==> src/rtl/if_stage_if.sv <==
// Fetch-stage interface: decode/MEM control into fetch, fetch addresses and
// PC/status out toward the memories and decode.
interface if_stage_if #(
   parameter int unsigned BIOS_AW = 12,
   parameter int unsigned IMEM_AW = 14
);
   logic                 id_stall;
   logic                 mem_flush;
   logic [31:0]          mem_redirect_pc;
   logic                 ex_target_taken;
   logic [31:0]          ex_target;
   logic [BIOS_AW-1:0]   bios_addr;
   logic [IMEM_AW-1:0]   imem_addr;
   logic [31:0]          id_pc;
   logic                 id_valid;
   logic                 fetch_misaligned;
   logic [31:0]          stat_fetch;
   logic [31:0]          stat_redirect;
   logic [31:0]          stat_stall;

   // Fetch stage side
   modport slave (
      input  id_stall, mem_flush, mem_redirect_pc, ex_target_taken, ex_target,
      output bios_addr, imem_addr, id_pc, id_valid, fetch_misaligned,
             stat_fetch, stat_redirect, stat_stall
   );

   // Pipeline / environment side
   modport master (
      output id_stall, mem_flush, mem_redirect_pc, ex_target_taken, ex_target,
      input  bios_addr, imem_addr, id_pc, id_valid, fetch_misaligned,
             stat_fetch, stat_redirect, stat_stall
   );
endinterface

==> src/rtl/if_stage.sv <==
// Instruction-fetch stage: owns the fetch PC, drives BIOS/IMEM read addresses
// and presents id_pc aligned with synchronous-read memory data.
// Optional statistics counters enabled by defining IF_STAGE_STATS_EN.
module if_stage #(
   parameter logic [31:0] RESET_PC = 32'h4000_0000,
   parameter int unsigned BIOS_AW  = 12,
   parameter int unsigned IMEM_AW  = 14
) (
   input  logic         clk,
   input  logic         rst,
   if_stage_if.slave    bus
);

   typedef enum logic {ST_RESET = 1'b0, ST_RUN = 1'b1} state_t;

   state_t        r_state;
   state_t        w_state_nxt;
   logic          r_id_valid;
   logic          w_id_valid_nxt;
   logic [31:0]   r_id_pc;
   logic          r_misaligned;
   logic [31:0]   w_next_raw;
   logic [31:0]   w_next_pc;
   logic          w_sel_redirect;
   logic          w_redirect_misaligned;

   // Next-PC priority; the RESET state re-presents RESET_PC so its data is
   // still on the memory outputs in the first valid cycle.
   always_comb begin
      w_next_raw     = r_id_pc + 32'd4;
      w_sel_redirect = 1'b0;
      if (rst || (r_state == ST_RESET)) begin
         w_next_raw = RESET_PC;
      end else if (bus.mem_flush) begin
         w_next_raw     = bus.mem_redirect_pc;
         w_sel_redirect = 1'b1;
      end else if (bus.id_stall) begin
         w_next_raw = r_id_pc;
      end else if (bus.ex_target_taken) begin
         w_next_raw     = bus.ex_target;
         w_sel_redirect = 1'b1;
      end
      w_redirect_misaligned = w_sel_redirect && (w_next_raw[1:0] != 2'b00);
      w_next_pc             = {w_next_raw[31:2], 2'b00};
   end

   // FSM next state and id_valid
   always_comb begin
      w_state_nxt    = r_state;
      w_id_valid_nxt = 1'b0;
      case (r_state)
         ST_RESET: w_state_nxt = ST_RUN;
         ST_RUN:   w_state_nxt = ST_RUN;
         default:  w_state_nxt = ST_RESET;
      endcase
      if (rst) begin
         w_state_nxt = ST_RESET;
      end
      w_id_valid_nxt = (w_state_nxt == ST_RUN);
   end

   // FSM state register
   always_ff @(posedge clk) begin
      if (rst) begin
         r_state    <= ST_RESET;
         r_id_valid <= 1'b0;
      end else begin
         r_state    <= w_state_nxt;
         r_id_valid <= w_id_valid_nxt;
      end
   end

   // Fetch PC and sticky misalignment flag
   always_ff @(posedge clk) begin
      if (rst) begin
         r_id_pc      <= RESET_PC;
         r_misaligned <= 1'b0;
      end else begin
         r_id_pc <= w_next_pc;
         if (w_redirect_misaligned) begin
            r_misaligned <= 1'b1;
         end
      end
   end

   assign bus.bios_addr        = w_next_pc[BIOS_AW+1:2];
   assign bus.imem_addr        = w_next_pc[IMEM_AW+1:2];
   assign bus.id_pc            = r_id_pc;
   assign bus.id_valid         = r_id_valid;
   assign bus.fetch_misaligned = r_misaligned;

`ifdef IF_STAGE_STATS_EN
   logic [31:0] r_stat_fetch;
   logic [31:0] r_stat_redirect;
   logic [31:0] r_stat_stall;

   // Fetch, redirect and stall-cycle counters (wrap at 2^32)
   always_ff @(posedge clk) begin
      if (rst) begin
         r_stat_fetch    <= 32'd0;
         r_stat_redirect <= 32'd0;
         r_stat_stall    <= 32'd0;
      end else if (r_state == ST_RUN) begin
         if (bus.id_stall) begin
            r_stat_stall <= r_stat_stall + 32'd1;
         end else begin
            r_stat_fetch <= r_stat_fetch + 32'd1;
         end
         if (w_sel_redirect) begin
            r_stat_redirect <= r_stat_redirect + 32'd1;
         end
      end
   end

   assign bus.stat_fetch    = r_stat_fetch;
   assign bus.stat_redirect = r_stat_redirect;
   assign bus.stat_stall    = r_stat_stall;
`else
   assign bus.stat_fetch    = 32'd0;
   assign bus.stat_redirect = 32'd0;
   assign bus.stat_stall    = 32'd0;
`endif

endmodule

==> src/flat_wrapper.sv <==
// flat-port wrapper written by rule: the top's interface ports become plain ports
module if_stage_flat 
#(
   parameter logic [31:0] RESET_PC = 32'h4000_0000,
   parameter int unsigned BIOS_AW  = 12,
   parameter int unsigned IMEM_AW  = 14
)
  (clk, rst, bus_id_stall, bus_mem_flush, bus_mem_redirect_pc, bus_ex_target_taken, bus_ex_target, bus_bios_addr, bus_imem_addr, bus_id_pc, bus_id_valid, bus_fetch_misaligned, bus_stat_fetch, bus_stat_redirect, bus_stat_stall);
  if_stage_if #(.BIOS_AW(BIOS_AW), .IMEM_AW(IMEM_AW)) bus_i ();
  input  logic clk;
  input  logic rst;
  input wire logic [$bits(bus_i.id_stall)-1:0] bus_id_stall;
  input wire logic [$bits(bus_i.mem_flush)-1:0] bus_mem_flush;
  input wire logic [$bits(bus_i.mem_redirect_pc)-1:0] bus_mem_redirect_pc;
  input wire logic [$bits(bus_i.ex_target_taken)-1:0] bus_ex_target_taken;
  input wire logic [$bits(bus_i.ex_target)-1:0] bus_ex_target;
  output wire logic [$bits(bus_i.bios_addr)-1:0] bus_bios_addr;
  output wire logic [$bits(bus_i.imem_addr)-1:0] bus_imem_addr;
  output wire logic [$bits(bus_i.id_pc)-1:0] bus_id_pc;
  output wire logic [$bits(bus_i.id_valid)-1:0] bus_id_valid;
  output wire logic [$bits(bus_i.fetch_misaligned)-1:0] bus_fetch_misaligned;
  output wire logic [$bits(bus_i.stat_fetch)-1:0] bus_stat_fetch;
  output wire logic [$bits(bus_i.stat_redirect)-1:0] bus_stat_redirect;
  output wire logic [$bits(bus_i.stat_stall)-1:0] bus_stat_stall;
  assign bus_i.id_stall = bus_id_stall;
  assign bus_i.mem_flush = bus_mem_flush;
  assign bus_i.mem_redirect_pc = bus_mem_redirect_pc;
  assign bus_i.ex_target_taken = bus_ex_target_taken;
  assign bus_i.ex_target = bus_ex_target;
  assign bus_bios_addr = bus_i.bios_addr;
  assign bus_imem_addr = bus_i.imem_addr;
  assign bus_id_pc = bus_i.id_pc;
  assign bus_id_valid = bus_i.id_valid;
  assign bus_fetch_misaligned = bus_i.fetch_misaligned;
  assign bus_stat_fetch = bus_i.stat_fetch;
  assign bus_stat_redirect = bus_i.stat_redirect;
  assign bus_stat_stall = bus_i.stat_stall;
  if_stage #(.RESET_PC(RESET_PC), .BIOS_AW(BIOS_AW), .IMEM_AW(IMEM_AW)) u_core (.clk(clk), .rst(rst), .bus(bus_i));
endmodule
==> config.mk <==
export PLATFORM = sky130hd
export DESIGN_NAME = if_stage_flat
export DESIGN_NICKNAME = d
export VERILOG_FILES = /design/src/rtl/if_stage_if.sv /design/src/rtl/if_stage.sv /design/src/flat_wrapper.sv
export SDC_FILE = /design/constraint.sdc
export NUM_CORES = 1
export LEC_CHECK = 0
export ABC_AREA = 0
export CORE_MARGIN = 1.5
export CORE_UTILIZATION = 35
export CTS_BUF_LIST = sky130_fd_sc_hd__clkbuf_8
export CTS_CLUSTER_DIAMETER = 120
export DETAILED_ROUTE_END_ITERATION = 16
export GPL_ROUTABILITY_DRIVEN = 0
export PLACE_DENSITY_LB_ADDON = 0.2
export SLEW_MARGIN = 20
export SYNTH_ARGS = -nofsm -noshare
export SYNTH_HDL_FRONTEND = slang
export SYNTH_SLANG_ARGS = --single-unit
export TNS_END_PERCENT = 20
==> constraint.sdc <==
create_clock -name clk -period 3.75 [get_ports clk]
set_input_delay 1.125 -clock clk [delete_from_list [all_inputs] [get_ports clk]]
set_output_delay 1.125 -clock clk [all_outputs]
set_load 0.01 [all_outputs]
Word level (Yosys, flattened, before mapping)
Cells that the tools add are included.
{"block": "word_totals", "elab_cells": 21, "out_inout_bits": 156, "reg_bits": 34}
{"block": "classes", "n_eq_ne": 1, "n_reduce_logical": 4, "mux": 9, "bitwise_logic": 1, "add_sub_neg": 1}
{"cell": "$mux W32", "count": 4}
{"cell": "$add A32 B3 Y32 const B", "count": 1}
{"cell": "$mux W1", "count": 5}
{"cell": "$ne A2 B1 Y1 const B", "count": 1}
{"cell": "$reduce_bool A2 Y1", "count": 1}
{"cell": "$reduce_or A2 Y1", "count": 1}
{"cell": "$logic_and A1 B1 Y1", "count": 1}
{"cell": "$logic_or A1 B1 Y1", "count": 1}
{"cell": "$not A1 Y1", "count": 1}

Longest topological paths before layout
Gate-level depths: netlist of run 1.
{"block": "logic_depth", "depth_word": 7, "mapped_depth": 8}

Worst setup path before layout of run 1
OpenSTA, ideal clock, no wires.
{"block": "synth_timing", "path_type": "input-to-output", "start": "input port bus_id_stall", "end": "output port bus_imem_addr[11]", "arrival_ns": 2.637, "cell_stages": 8, "setup_slack_ns": -0.012, "path_cell_list": "clkbuf_1 > nand2b_1 > clkbuf_1 > o22ai_1 > nand2_1 > o21ai_0 > a211oi_1 > buf_4"}
{"block": "synth_between", "elab_chain_cells": 3}
{"element": "from (decl)", "line_no": "flat_wrapper.sv:12", "rtl": "input wire logic [$bits(bus_i.id_stall)-1:0] bus_id_stall;"}
{"element": "$mux W32", "line_no": "if_stage.sv:37", "rtl": "end else if (bus.id_stall) begin"}
{"element": "$mux W32", "line_no": "if_stage.sv:34", "rtl": "end else if (bus.mem_flush) begin"}
{"element": "$mux W32", "line_no": "if_stage.sv:32", "rtl": "if (rst || (r_state == ST_RESET)) begin"}
{"element": "to (decl)", "line_no": "flat_wrapper.sv:18", "rtl": "output wire logic [$bits(bus_i.imem_addr)-1:0] bus_imem_addr;"}
Every way passes these cells. The select of a mux whose other input is x is not followed.

Worst setup path after layout of run 1
{"block": "layout_timing", "start": "input port bus_ex_target[4]", "end": "output port bus_bios_addr[2]"}
{"block": "layout_between", "elab_chain_cells": 4}
{"element": "from (decl)", "line_no": "flat_wrapper.sv:16", "rtl": "input wire logic [$bits(bus_i.ex_target)-1:0] bus_ex_target;"}
{"element": "$mux W32", "line_no": "if_stage.sv:39", "rtl": "end else if (bus.ex_target_taken) begin"}
{"element": "$mux W32", "line_no": "if_stage.sv:37"}
{"element": "$mux W32", "line_no": "if_stage.sv:34"}
{"element": "$mux W32", "line_no": "if_stage.sv:32"}
{"element": "to (decl)", "line_no": "flat_wrapper.sv:17", "rtl": "output wire logic [$bits(bus_i.bios_addr)-1:0] bus_bios_addr;"}
Every way passes these cells. The select of a mux whose other input is x is not followed.

==> flow_summary.ini, run 1 <==
[route]
dr.pass1.iters = 4
avgRoutedWirePerCell_um = 14.8
drt-initial-drc-count = 132
ant_nets = 0
vias_per_cell = 5.02
vias = 3482
drt-total-wl_um = 10300
drc = 0

[sta]
max_freq_mhz = 268
slew-limit-headroom_pct = 63.0
fin_crit_ps = 3720
finalSetupViolCount = 0
rsz0062_at_grt = yes
clock_skew_ps = 7.68
final_hold_viol_count = 0
min_period_over_period_pct = 99.3
layout_setup_ws_ps = 25.4
worst_pin_slew_ps = 549
drv_slew = 0
totalNegativeSetupSlack_ps = 0

[final_layout]
fin_area_sq_um = 4650
area_delta_synth_final_pct = 43.7
final_nets = 654
drive_gt1_share_pct = 15.0
n_antenna_cell = 0

[die]
coreArea_sq_um = 8850
ios = 225
die-area_sq_um = 9830
start_util_pct = 36.6
die_h_um = 99.2
die_w_um = 99.2
std_cell_rows = 34

[synth]
synth_edf_count = 0
syn-cell-area_sq_um = 3240
synthCells = 436
synth_ff_type = dfxtp_1
synth-seq-area-share_pct = 19.8
syn_area_per_cell_sq_um = 7.42
ys_ff_latch = 32
async_flop_share_pct = 0
yosysWarningCount = 0
synth_cell_type_count = 53

[critical_path]
crit_required_ps = 2620
slowest_stage = clkdlybuf4s50_1
cp_max_fo = 2
end_kind = output port
critPathMaxStageDelay_ps = 530
crit_top_cell = clkdlybuf4s50_1
cp_data_arrival_time_ps = 2600
path_cells = clkdlybuf4s50_1, a22oi_1, o211ai_1, o211a_1, clkdlybuf4s50_1
cpLargestDelayFamily = buffers and inverters
worst-path-buf-inv = 2
crit_path_start_kind = input port
crit_type = in2out

[placement]
hpwl_um = 8070
place_ws_ps = -573
io_buffers = 126
placed_area_sq_um = 4430

[pwr]
fin_total_pwr_mw = 1.12
powerDensity_nw_per_um2 = 241
p_leak_nw = 2.05
ir_worst_vdd_v = 0.000150

[global_routing]
grt_pass1_vias = 3347
antenna_found_initial = 0
grt_overflow_total = 0
grt_pass1_wl_um = 16200
grt_use_total_pct = 20.2
grt_max_degree = 21

[cts]
cts_sinks = 32
clk_pin_slew_worst_paths_ps = 80
h-tree-depth = 2
root_buffer = clkbuf_8
holdBufCountCts = 0
clk_latency_ps = 290
numCtsBuffers = 5
clock_path_buffers = 2
cts_tree = done

[hold_path]
min_path_type = reg2reg

[run]
cap_violations = 0

[outcome]
status = finished, final reports clean
==> where the power goes <==
part | switching [mW] | total [mW] | internal [mW] | leakage (nW)
Clock | 0.143 | 0.377 | 0.235 | 0.0645
Sequential | 0.0253 | 0.381 | 0.356 | 0.262
Combinational | 0.176 | 0.360 | 0.184 | 1.73
==> layer usage <==
metal | vias up | global-route usage (%) | routed length [um]
met5 | - | 0 | 0
met4 | 0 | 5.96 | 91
met3 | 8 | 6.04 | 910
met2 | 177 | 35.1 | 5090
met1 | 1624 | 24.2 | 4200
li1 | 1673 | - | -
==> area by class of cell <==
class / instances / area (sq um)
Multi-Input combinational cell: 356 / 2050
Tap cell: 108 / 135
Sequential cell: 32 / 641
Timing Repair Buffer: 180 / 1660
Inverter: 9 / 36.3
Clock buffer: 7 / 96.3
Fill cell: 861 / 4200
Clock inverter: 1 / 30.0
==> final timing paths <==
| kind | from | endpoint | slack [ps] | cells after the start |
|---|---|---|---|---|
| worst min-delay path | u_core.bus.fetch_misaligned | u_core.bus.fetch_misaligned | 500 | 2 |
| worst min register to register | u_core.bus.fetch_misaligned | u_core.bus.fetch_misaligned | 500 | 2 |
| worst max-delay path | bus_ex_target[4] | bus_bios_addr[2] | 30 | 5 |
| worst max register to register | u_core.bus.id_pc[4] | u_core.bus.id_pc[25] | 1670 | 6 |
==> synthesized netlist by cell type (3+ instances only) <==
master	count	share of area, %
and3_1	6	1.2
dfxtp_1	32	20
buf_1	3	0.35
o211ai_1	7	1.6
nand2_1	28	3.2
a32o_1	5	1.5
xnor2_1	6	1.6
inv_1	7	0.81
nand3_1	10	1.5
nor3_1	11	1.7
o31a_1	3	0.81
o22ai_1	11	2.1
nor2_1	27	3.1
o21ai_1	4	0.62
nor4_1	6	1.2
a211oi_1	8	1.9
a21oi_1	21	3.2
o211a_1	8	2.5
o21ai_0	26	4.0
nand4_1	8	1.5
a31oi_1	3	0.58
buf_4	110	26
or4_1	3	0.70
mux2i_1	6	1.9
clkbuf_1	20	2.3
a221oi_1	3	0.81
a221o_1	9	2.8
nor4_2	4	1.5
nand3_2	3	0.93
or3_1	6	1.2
nand2b_1	3	0.58
==> registers in the layout, summed over array words and instances (netlist names) <==
signal	flops
u_core.r_state	1
u_core.bus.id_pc	30
u_core.bus.fetch_misaligned	1
==> metrics by stage <==
step	instances	hold WS, ps	utilization [%]
4_1_cts	688	501	51.7
3_3_place_gp	679	457	50.1
3_5_place_dp	679	483	50.1
2_1_floorplan	533	505	-
6_report	693	497	52.5
5_1_grt	693	550	52.5
==> cell usage in the layout, fill, tap and decap left out, drive strengths merged, types with 5 or more instances in the layout <==
master	Yosys	routed
mux2i	6	6
nor4	10	10
dlymetal6s2s	0	6
clkdlybuf4s50	0	101
a221o	9	9
a211oi	8	8
nor3	12	12
buf	116	54
o22ai	11	11
nand4	8	8
nor2	27	27
o211a	8	8
conb	1	98
and3	6	6
clkbuf	20	10
dlygate4sd2	0	16
nand3	13	13
inv	8	8
xnor2	6	6
or3	6	6
nand2	28	28
a32o	5	5
o211ai	7	7
o21ai	30	30
a21oi	21	21
dfxtp	32	32
==> tightest hold or removal path, stage by stage (launching register included) <==
cell and delay (ps):
dfxtp_1 340, a31oi_1 40, nor2_1 80
==> kinds of logic (layout without fill, tap and decap cells) <==
kind of cell,count (synthesis),in the layout,share of synthesized area (%)
AND/OR/NAND/NOR,123,123,20.3
adder cells (fa/ha/maj),1,1,0.387
buffers and inverters,145,197,29.9
other,1,98,0.116
XOR/XNOR,7,7,1.89
flip-flops,32,32,19.8
multiplexers,6,6,1.86
AO/OA/AOI/OAI,121,121,25.8
==> timing repair <==
action	CTS	global route
resized for setup	33	20
setup buffers	1	5
pin swaps	2	1
endpoints found under the setup margin	26	20
(Power assumes the default switching activity.)
==> run 2, diff against run 1 <==
--- a/config.mk
+++ b/config.mk
@@ -6,14 +6,14 @@
 export NUM_CORES = 1
 export LEC_CHECK = 0
 export ABC_AREA = 0
-export CORE_MARGIN = 1.5
+export CORE_MARGIN = 2
 export CORE_UTILIZATION = 35
 export CTS_BUF_LIST = sky130_fd_sc_hd__clkbuf_8
 export CTS_CLUSTER_DIAMETER = 120
 export DETAILED_ROUTE_END_ITERATION = 16
 export GPL_ROUTABILITY_DRIVEN = 0
 export PLACE_DENSITY_LB_ADDON = 0.2
-export SLEW_MARGIN = 20
+export SLEW_MARGIN = 40
 export SYNTH_ARGS = -nofsm -noshare
 export SYNTH_HDL_FRONTEND = slang
 export SYNTH_SLANG_ARGS = --single-unit
==> flow_summary.ini, run 2 (synthesis results as in run 1) <==
[final_layout]
drive_gt1_share_pct = 16.8
final_common_cell = conb_1
mostFrequentLayoutCells = conb_1 (98), clkdlybuf4s50_1 (97), buf_4 (49)
n_antenna_cell = 0
final_nets = 653
fin_util_pct = 50.5
area_delta_synth_final_pct = 42.1
largest_reg_flops = 30
fillers = 905

[placement]
io_buffers = 126
hpwl_um = 8030

[route]
vias = 3454
drt-initial-drc-count = 133
avgRoutedWirePerCell_um = 14.6
ant_nets = 0
dr.pass1.iters = 4
drt-total-wl_um = 10100
drc = 0
vias_per_cell = 4.98

[pwr]
p_sw_mw = 0.337
p_leak_nw = 1.97
p_seq_share_pct = 38.0
pwr-share-comb_pct = 36.0
swShare_pct = 33.7
ir_worst_vdd_v = 0.000114
internal_power_mw = 0.664
p_clk_share_pct = 26.0
powerDensity_nw_per_um2 = 218

[cts]
numCtsBuffers = 5
h-tree-depth = 2
root_buffer = clkbuf_8
clock_path_buffers = 2
clk_latency_ps = 290
clk_pin_slew_worst_paths_ps = 70
cts_tree = done
cts_sinks = 32
holdBufCountCts = 0

[sta]
finalSetupViolCount = 0
slew-limit-headroom_pct = 61.4
totalNegativeSetupSlack_ps = 0
fin_crit_ps = 3710
rsz0062_at_grt = yes
clock_skew_ps = 12.1
final_hold_viol_count = 0
min_period_over_period_pct = 98.8
max_freq_mhz = 270
worst_pin_slew_ps = 574
drv_slew = 0

[critical_path]
crit_path_start_kind = input port
cp_data_arrival_time_ps = 2580
crit_type = in2out
cp_max_fo = 15
end_kind = output port
regToRegSetupSlack_ps = 1640
reg2reg_to = u_core.bus.id_pc[26]
reg2reg_depth = 6
crit_required_ps = 2620
rr_startpoint = u_core.bus.id_pc[2]

[die]
die_w_um = 100
std_cell_rows = 35
die_h_um = 100
start_util_pct = 35.5
ios = 225
coreArea_sq_um = 9110
die-area_sq_um = 10000

[outcome]
status = finished, final reports clean

[hold_path]
min_path_type = reg2reg
whs_path_depth = 2
min_from = u_core.bus.fetch_misaligned
min_to = u_core.bus.fetch_misaligned

[global_routing]
antenna_found_initial = 0
grt_use_total_pct = 19.2
grt_pass1_vias = 3232
grt_pass1_wl_um = 15600
grt_max_degree = 16
grt_overflow_total = 0

[run]
cap_violations = 0
-- run 2: changes by cell type in the layout (fill, tap and decap cells not counted), sizes merged, moves of 2 or more --
cell           previous run  this run
dlymetal6s2s              6         1
clkdlybuf4s50           101        97
clkbuf                   10        13
clkdlybuf4s15             0         2
dlygate4sd2              16        18
-- run 2: power groups by stage --
stage          sequential (mW)  clock, mW  combinational [mW]
6_report                 0.380      0.261               0.360
5_1_grt                  0.384      0.276               0.392
4_1_cts                  0.380      0.267               0.355
3_5_place_dp             0.388          0               0.356
3_3_place_gp             0.388          0               0.354
2_1_floorplan            0.390          0               0.237
-- run 2: stage by stage --
step	power [mW]	instance area (sq um)	hold WS, ps	cells	setup slack, ps
global route	1.05	4600	527	694	-37.1
CTS	1.00	4590	483	694	-219
global placement	0.742	4480	451	685	-516
floorplan	0.626	3600	505	533	-3.42
finish	1.00	4600	478	694	43.7
detailed placement	0.744	4480	470	685	-540
-- run 2: cell type report --
type	instances	area (sq um)	share of cell area, %
Tap cell	111	139	3.02
Multi-Input combinational cell	356	2070	45.0
Timing Repair Buffer	179	1630	35.5
Sequential cell	32	641	13.9
Clock buffer	5	68.8	1.50
Inverter	9	37.5	0.816
Clock inverter	2	8.76	0.190
-- run 2: critical path: stages --
cell and delay [ps]:
clkdlybuf4s50_1 450, buf_4 180, inv_4 90, buf_12 150, mux2i_2 230, nor2_1 70, dlygate4sd2_1 280
-- run 2: routing by layer --
metal	wire length, um	global-route usage (%)	vias up
met4	55	3.90	0
met5	0	0	-
met1	4240	23.9	1626
met3	755	3.76	7
li1	-	-	1663
met2	5060	34.3	158
-- run 2: repair_timing --
item                                    4_1_cts  5_1_grt
pin swaps                                     2        3
gates resized for setup                      46       28
buffers inserted                              2        0
endpoints found under the setup margin       26       25
-- run 2: worst max path at each step --
stage                     slack (ps)                end  depth (start not counted)           startpoint
after global placement          -520  bus_imem_addr[13]                          7  bus_ex_target_taken
final                             40   bus_imem_addr[0]                          7        bus_mem_flush
after CTS                       -220   bus_bios_addr[4]                          7        bus_mem_flush
after floorplan                   -3  bus_imem_addr[10]                          8         bus_id_stall
after detailed placement        -540  bus_imem_addr[13]                          7         bus_id_stall
after global routing             -40   bus_imem_addr[0]                          7        bus_mem_flush
